[src/rtl/seq_detect_multi.sv]
// Runtime-configurable serial pattern detector. It compares NUM_PAT programmable PAT_LEN-bit
// patterns against a qualified bit stream and keeps a saturating count of match events.
module seq_detect_multi #(
  parameter int                         PAT_LEN = 4,
  parameter int                         NUM_PAT = 2,
  parameter int                         OVERLAP = 1,
  parameter int                         CNT_W   = 8,
  parameter logic [NUM_PAT*PAT_LEN-1:0] PAT_RST = {4'b1101, 4'b0101}
) (
  input  logic                       clk,
  input  logic                       reset,
  input  logic                       din,
  input  logic                       din_valid,
  input  logic                       cfg_load,
  input  logic [NUM_PAT*PAT_LEN-1:0] pat_cfg,
  input  logic                       cnt_clr,
  output logic [NUM_PAT-1:0]         match_vec,
  output logic                       dout,
  output logic [CNT_W-1:0]           match_cnt
);

  localparam int                 FILL_W    = $clog2(PAT_LEN + 1);
  localparam logic [FILL_W-1:0]  FILL_FULL = FILL_W'(PAT_LEN);
  localparam logic [CNT_W-1:0]   CNT_MAX   = {CNT_W{1'b1}};

  logic [NUM_PAT*PAT_LEN-1:0] pat_r;
  logic [PAT_LEN-1:0]         hist_r;
  logic [FILL_W-1:0]          fill_r;
  logic [NUM_PAT-1:0]         match_vec_r;
  logic                       dout_r;
  logic [CNT_W-1:0]           cnt_r;

  logic [PAT_LEN-1:0]         hist_nxt_s;
  logic [FILL_W-1:0]          fill_inc_s;
  logic [NUM_PAT-1:0]         hit_s;
  logic                       any_hit_s;
  logic                       accept_s;

  // Next-state history/fill for an accepted bit and the per-pattern hits they produce.
  always_comb begin
    hist_nxt_s = {hist_r[PAT_LEN-2:0], din};
    if (fill_r == FILL_FULL) begin
      fill_inc_s = fill_r;
    end else begin
      fill_inc_s = fill_r + FILL_W'(1);
    end
    hit_s = {NUM_PAT{1'b0}};
    for (int i = 0; i < NUM_PAT; i++) begin
      hit_s[i] = (hist_nxt_s == pat_r[i*PAT_LEN +: PAT_LEN]) && (fill_inc_s == FILL_FULL);
    end
    any_hit_s = |hit_s;
    accept_s  = din_valid & ~cfg_load;
  end

  // Pattern store, shift history, fill level and registered match flags.
  always_ff @(posedge clk or negedge reset) begin
    if (!reset) begin
      pat_r       <= PAT_RST;
      hist_r      <= {PAT_LEN{1'b0}};
      fill_r      <= {FILL_W{1'b0}};
      match_vec_r <= {NUM_PAT{1'b0}};
      dout_r      <= 1'b0;
    end else if (cfg_load) begin
      pat_r       <= pat_cfg;
      hist_r      <= {PAT_LEN{1'b0}};
      fill_r      <= {FILL_W{1'b0}};
      match_vec_r <= {NUM_PAT{1'b0}};
      dout_r      <= 1'b0;
    end else if (din_valid) begin
      hist_r      <= hist_nxt_s;
      // Non-overlapping mode forgets the matched bits by emptying the fill level.
      if ((OVERLAP == 0) && any_hit_s) begin
        fill_r <= {FILL_W{1'b0}};
      end else begin
        fill_r <= fill_inc_s;
      end
      match_vec_r <= hit_s;
      dout_r      <= any_hit_s;
    end else begin
      match_vec_r <= {NUM_PAT{1'b0}};
      dout_r      <= 1'b0;
    end
  end

  // Saturating event counter; a clear wins over a same-cycle increment.
  always_ff @(posedge clk or negedge reset) begin
    if (!reset) begin
      cnt_r <= {CNT_W{1'b0}};
    end else if (cnt_clr) begin
      cnt_r <= {CNT_W{1'b0}};
    end else if (accept_s && any_hit_s && (cnt_r != CNT_MAX)) begin
      cnt_r <= cnt_r + CNT_W'(1);
    end else begin
      cnt_r <= cnt_r;
    end
  end

  assign match_vec = match_vec_r;
  assign dout      = dout_r;
  assign match_cnt = cnt_r;

endmodule
[config.mk]
export PLATFORM = sky130hd
export DESIGN_NAME = seq_detect_multi
export DESIGN_NICKNAME = d
export VERILOG_FILES = /design/src/rtl/seq_detect_multi.sv
export SDC_FILE = /design/constraint.sdc
export NUM_CORES = 1
export LEC_CHECK = 0
export BUFFER_PORTS_ARGS = -buffer_cell sky130_fd_sc_hd__buf_4
export CORE_MARGIN = 2
export CORE_UTILIZATION = 61
export CTS_BUF_LIST = sky130_fd_sc_hd__clkbuf_2 sky130_fd_sc_hd__clkbuf_4 sky130_fd_sc_hd__clkbuf_8
export CTS_CLUSTER_SIZE = 30
export DETAILED_ROUTE_END_ITERATION = 6
export PLACE_DENSITY_LB_ADDON = 0.05
export SETUP_SLACK_MARGIN = 0.05
export SYNTH_ARGS = -nofsm -noshare
export SYNTH_HDL_FRONTEND = slang
export SYNTH_SLANG_ARGS = --single-unit
export TNS_END_PERCENT = 50
[constraint.sdc]
create_clock -name clk -period 3.4 [get_ports clk]
set_input_delay 0.68 -clock clk [delete_from_list [all_inputs] [get_ports clk]]
set_output_delay 0.68 -clock clk [all_outputs]
set_load 0.01 [all_outputs]
==> metrics.txt, run 1 <==
Power Density 352 nW/µm²; Vias/cell 5.76; port bufs 24; die height 50.3 µm; H-tree depth 1; CTS tree done; post-route cell area 1530 µm²; Max Cap Violations 0; crit-path cells inv_1 -> ha_1 -> or3b_1 -> a211oi_2 -> o221ai_2 -> or4_1 -> a21oi_1; Area after DPL 1500 µm²; most frequent cells in the layout buf_4 (24), dfrtp_1 (20), xor2_1 (8), mux2_2 (8), nor2_1 (8); final WL 2440 µm; slowest cell on the critical path or4_1; CP startpoint kind register; Worst Max-Slew Pin Slew 0.391 ns; cells after synthesis 120; Wirelength per Cell 14.4 µm; fmax 413 MHz; run status complete, no violations; RSZ-0062 raised after global routing false; fin crit period 2.42 ns; CP Data Required Time 3.65 ns; I/O pin count 25; Cell Rows 16; CTS Hold Bufs 0; clock sinks 25; largest net degree at the start of global routing 26; Crit Path Category reg2reg; multi-input logic area 638 µm²; post-synthesis register bit count 25; Initial Util 66.0%; 1st-iter DRT viols 12; Distinct cells, synth 33; postcts setup bufs 0; Setup-failing EPs final 0; commonest non-fill, non-tap cell in the layout buf_4; hold crit path type in2async; routed vias 980; max-slew violations 0; Final nets 161; Crit. End Element register; critical path peak fanout 8; Pre-antenna DRT Iters 4; total negative slack 0 ns; sequential share of the synthesized area 48.3%; vias in the first global route 948; Mapped Nets 137; share of layout cells above drive strength 1 31.5%; Die W 50.3 µm; Worst path max stage delay 0.54 ns; Final Hold Vio Count 0; period utilization 71.3%; Worst slew margin 73.7%; gr usage total 22.5%; YS warnings 0; Synth Area in Simple Gates 21.2%; Max VDD drop 0.000374 V; initial antenna violation count 0; Post-DRT Antenna Nets 0; Clock Skew 0.00763 ns; main combinational cell family by area after synthesis simple AND/OR/NAND/NOR gates; antenna cells 0; CORE AREA 1980 µm²; Worst-path clk slew 0.15 ns; cell area after synthesis 1310 µm²; clock latency on the worst-skew pair 0.32 ns; hpwl dp 1840 µm; CP arrival 2.68 ns; synth top area cells dfrtp_1 (38%), dfstp_2 (10%), mux2_2 (6.9%), xor2_1 (5.4%), nor4_4 (3.3%); Placer Congestion 0.856; register area 632 µm²; synthesized area per cell 10.9 µm²; CTS max path bufs 2; XOR/XNOR Fraction of Synth Area 6.03%; Lkg Pwr 0.000703 µW; Root Buffer clkbuf_4; post-synthesis adder-cell area fraction 2.87%; fillers 134; die area 2530 µm²; grt ovf 0; area grow syn2layout 17.2%; compound-cell area share of the yosys netlist 7.75%; mux cell area share after synthesis 10.9%; drt drc 0; CTS Buf Count 3; Synth area leader dfrtp_1; Synth top area share 38.3%; global-route wire length before repair 4260 µm; post-CTS resize count 0
[where the power goes]
| group | leakage (µW) | internal [µW] | total, µW | switching [µW] |
|---|---|---|---|---|
| clock | 0.0000139 | 44.9 | 138 | 92.7 |
| sequential | 0.000323 | 315 | 326 | 10.7 |
| combinational | 0.000366 | 35.3 | 75.8 | 40.5 |
[cell usage after synthesis]
master     n
nor2_1     8
a21oi_1    7
nor3_1     5
and4b_1    1
mux2_1     2
o21ai_0    3
nor4_1     2
nor4_4     2
nand2_1    7
nand2b_1   1
and3_1     5
xor2_1     8
or4_1      2
mux2i_1    3
xnor2_1    1
clkbuf_1   4
dfrtp_1   20
o31ai_1    2
nand3b_1   1
nand4_1    1
or3b_1     1
and4_1     1
mux2_2     8
ha_1       3
nor2b_1    5
o31a_1     1
dfstp_2    5
a211oi_2   1
or3_1      1
buf_1      1
inv_1      5
nand3_1    2
o221ai_2   1
[per-layer routing]
layer  track usage [%]  share of wire, %
met1              29.6                45
met2              37.7                50
met3              5.06               4.4
met4              5.41               1.0
met5                 0                 0
[worst max-delay path: cells and delay by family (launching register included)]
family          cells  cell delay [ns]
fa+ha+maj           1             0.23
buf+inv             1             0.09
compound gates      3             0.71
simple gates        2             0.91
flops               1             0.40
[per-stage QoR]
step	total power, µW	cells	util [%]	setup slack, ns	hold slack (ns)
final	539	170	77.3	0.976	0.224
after CTS	546	170	77.3	1.00	0.227
after global placement	403	166	75.8	1.13	0.518
after floorplan	380	120	-	1.23	0.384
after detailed placement	408	166	75.8	1.05	0.520
after global routing	565	170	77.3	0.876	0.234
[registers in the layout, indices dropped and copies added, names as in the netlist]
name and count:
dout 1, fill_r 3, match_cnt 8, hist_r 3, match_vec 2, pat_r 8
[cell families (layout without fill, tap and decap cells)]
kind of cell | count (synthesis) | count (layout)
buf+inv | 10 | 33
fa+ha+maj | 3 | 3
compound gates | 15 | 15
simple gates | 45 | 45
xor+xnor | 9 | 9
mux | 13 | 13
flops | 25 | 25
[worst paths after layout]
| check | cells past startpoint | end | from | slack [ns] |
|---|---|---|---|---|
| setup / recovery | 7 | match_cnt[4] | fill_r[0] | 0.98 |
| hold / removal | 1 | fill_r[2] | reset | 0.22 |
| setup reg to reg | 7 | match_cnt[4] | fill_r[0] | 0.98 |
| hold reg to reg | 1 | pat_r[5] | pat_r[5] | 0.55 |
| max in group asynchronous | 1 | pat_r[0] | reset | 2.88 |
| min in group clk | 1 | pat_r[5] | pat_r[5] | 0.55 |
[cell type report]
| cell class | instances | area share [%] |
|---|---|---|
| clock inverter | 1 | 0.490 |
| tap | 27 | 2.20 |
| multi-input combinational | 85 | 41.6 |
| timing repair buffer | 24 | 11.8 |
| sequential | 25 | 41.2 |
| inverter | 5 | 1.22 |
| clock buffer | 3 | 1.47 |
No activity file was read; power rests on OpenSTA's default activity.
==> run 2: changes to the inputs <==
- CORE_ASPECT_RATIO: not set -> 0.6
- CORE_UTILIZATION: 61 -> 51
- clock period: 3.4 -> 2 ns (I/O delays scaled with it)
==> run 2 against run 1 <==
  * The flow now finishes with violations (setup timing)
  * Via count grew 8.0%
  * Global-route usage decreased by 1.5 points
  * Cell count is 15% higher
  * Sequential share of layout area shrank 5.7 points
  * Register-to-register slack got worse by 1.2 ns
  * Largest cell class unchanged
==> metrics.txt, run 2 (same netlist as run 1, synthesis figures left out) <==
run status finished, violations left; failing checks setup timing; post-route cell area 1780 µm² (+16%); CP arrival 2.37 ns (-0.31 ns); CP Data Required Time 2.16 ns (-1.49 ns); GRT busiest layer met2; grt ovf 0 (unchanged); CTS max path bufs 2 (unchanged); met2 GRT Util 36.3% (-1.4 points); antenna cells 0 (unchanged); Worst Max-Slew Pin Slew 0.353 ns (-0.0382 ns); Worst-path clk slew 0.08 ns (-0.07 ns); Final Hold Slack 0.0130 ns (-0.211 ns); Gate power share 16.4% (+2.3 points); max-slew violations 0 (unchanged); Max VDD drop 0.000473 V (+26%); Pre-antenna DRT Iters 4 (unchanged); drt drc 0 (unchanged); met3 Usage GRT 5.70% (+0.64 points); hold crit path type in2async; most frequent cells in the layout buf_4 (43), dfrtp_1 (20), xor2_1 (8), mux2_2 (8); setup ws final -0.213 ns (-1.19 ns); global-route wire length before repair 4770 µm (+12%); initial antenna violation count 0 (unchanged); area grow syn2layout 36.2%; I/O pin count 25 (unchanged); placed cells 188 (+13%); Final nets 181 (+12%); Die W 69.4 µm (+38%); Power Density 583 nW/µm² (+66%); CTS Hold Bufs 0 (unchanged); CTS tree done; critical path peak fanout 4 (-4); CP startpoint kind register; post-place setup slack -0.207 ns (-1.25 ns); hpwl dp 2220 µm (+21%); Initial Util 52.9% (-13 points); die area 3000 µm² (+19%); Lkg Pwr 0.000820 µW (+17%); port bufs 24 (unchanged); clock sinks 25 (unchanged); Placer Congestion 0.840 (-1.8%); Crit. End Element register; Cell Rows 14 (-2); Max Cap Violations 0 (unchanged); Final Hold Vio Count 0 (unchanged); fmax 452 MHz (+9.5%); Worst slew margin 76.4% (+2.7 points); commonest non-fill, non-tap cell in the layout buf_4; clock share of power 30.2% (+4.7 points); sw frac 25.0% (-1.6 points); Area after DPL 1650 µm² (+9.9%); Root Buffer clkbuf_8; vias in the first global route 1071 (+13%); clock latency on the worst-skew pair 0.27 ns (-0.05 ns); die height 43.2 µm (-14%); gr usage total 21.0% (-1.5 points); fillers 193 (+44%); Vias/cell 5.43 (-5.9%); Seq pwr share 53.5% (-6.9 points); RSZ-0062 raised after global routing true; period utilization 111% (+39 points); largest net degree at the start of global routing 26 (unchanged); CORE AREA 2470 µm² (+25%); final WL 3000 µm (+23%); H-tree depth 1 (unchanged); Total Power 1040 µW (+92%); net load switching power 260 µW (+81%); final instance count without filler cells 195 (+15%); Setup-failing EPs final 8 (+8); routed vias 1058 (+8.0%); Wirelength per Cell 15.4 µm (+7.1%); share of layout cells above drive strength 1 47.2% (+16 points); met1 usage 25.6% (-4.1 points); Clock Skew 0.00240 ns (-0.00524 ns); Post-DRT Antenna Nets 0 (unchanged); CTS Buf Count 3 (unchanged); fin crit period 2.21 ns (-0.211 ns); 1st-iter DRT viols 56 (+44); Crit Path Category reg2reg; Internal 778 µW (+97%)
-- run 2: routing by layer --
layer | vias up | share of wire, %
met1 | 511 | 43
li1 | 511 | -
met4 | 0 | 1.4
met5 | - | 0
met3 | 5 | 5.8
met2 | 31 | 50
-- run 2: path summary, 6_finish.rpt --
check                      startpoint  slack, ns  cells after the start            to
max in group asynchronous       reset       1.70                      1      pat_r[7]
min in group clk           pat_cfg[0]       0.36                      2      pat_r[0]
min                             reset       0.01                      1     hist_r[0]
max                         fill_r[1]      -0.21                      8  match_cnt[0]
max reg2reg                 fill_r[1]      -0.21                      8  match_cnt[0]
min reg2reg                  pat_r[3]       0.54                      1      pat_r[3]
-- run 2: layout make-up --
cell class                      instances  area, µm²  area share (%)
Clock buffer                            4       48.8            2.74
Timing Repair Buffer                   44        334            18.8
Inverter                                5       21.3            1.19
Tap cell                               32       40.0            2.25
Multi-Input combinational cell         85        704            39.6
Sequential cell                        25        632            35.5
-- run 2: critical path, cell delays in order, from the launching register on --
cell,delay [ns]
dfrtp_1,0.41
ha_2,0.20
or3b_4,0.40
a211oi_4,0.28
o221ai_2,0.18
buf_4,0.18
buf_4,0.12
o21ai_0,0.23
a21oi_2,0.08
-- run 2: power by group through the flow --
stage | clock [µW] | combinational [µW] | sequential (µW)
after floorplan | 0 | 93.2 | 559
after global placement | 0 | 150 | 562
after detailed placement | 0 | 156 | 565
final | 313 | 170 | 555
after CTS | 325 | 161 | 555
after global routing | 341 | 184 | 558
-- run 2: repair_timing --
item | CTS | global route
gates resized for setup | 3 | 10
pin swaps | 6 | 11
buffers inserted | 2 | 1
hold endpoints to repair | 0 | 0
endpoints found under the setup margin | 8 | 8
-- run 2: per-stage QoR --
step | TNS [ns] | util, %
6_report | -0.924 | 72.1
5_1_grt | -1.55 | 72.1
4_1_cts | -1.17 | 69.8
3_5_place_dp | -1.10 | 66.9
3_3_place_gp | -0.861 | 66.9
2_1_floorplan | -0.202 | -
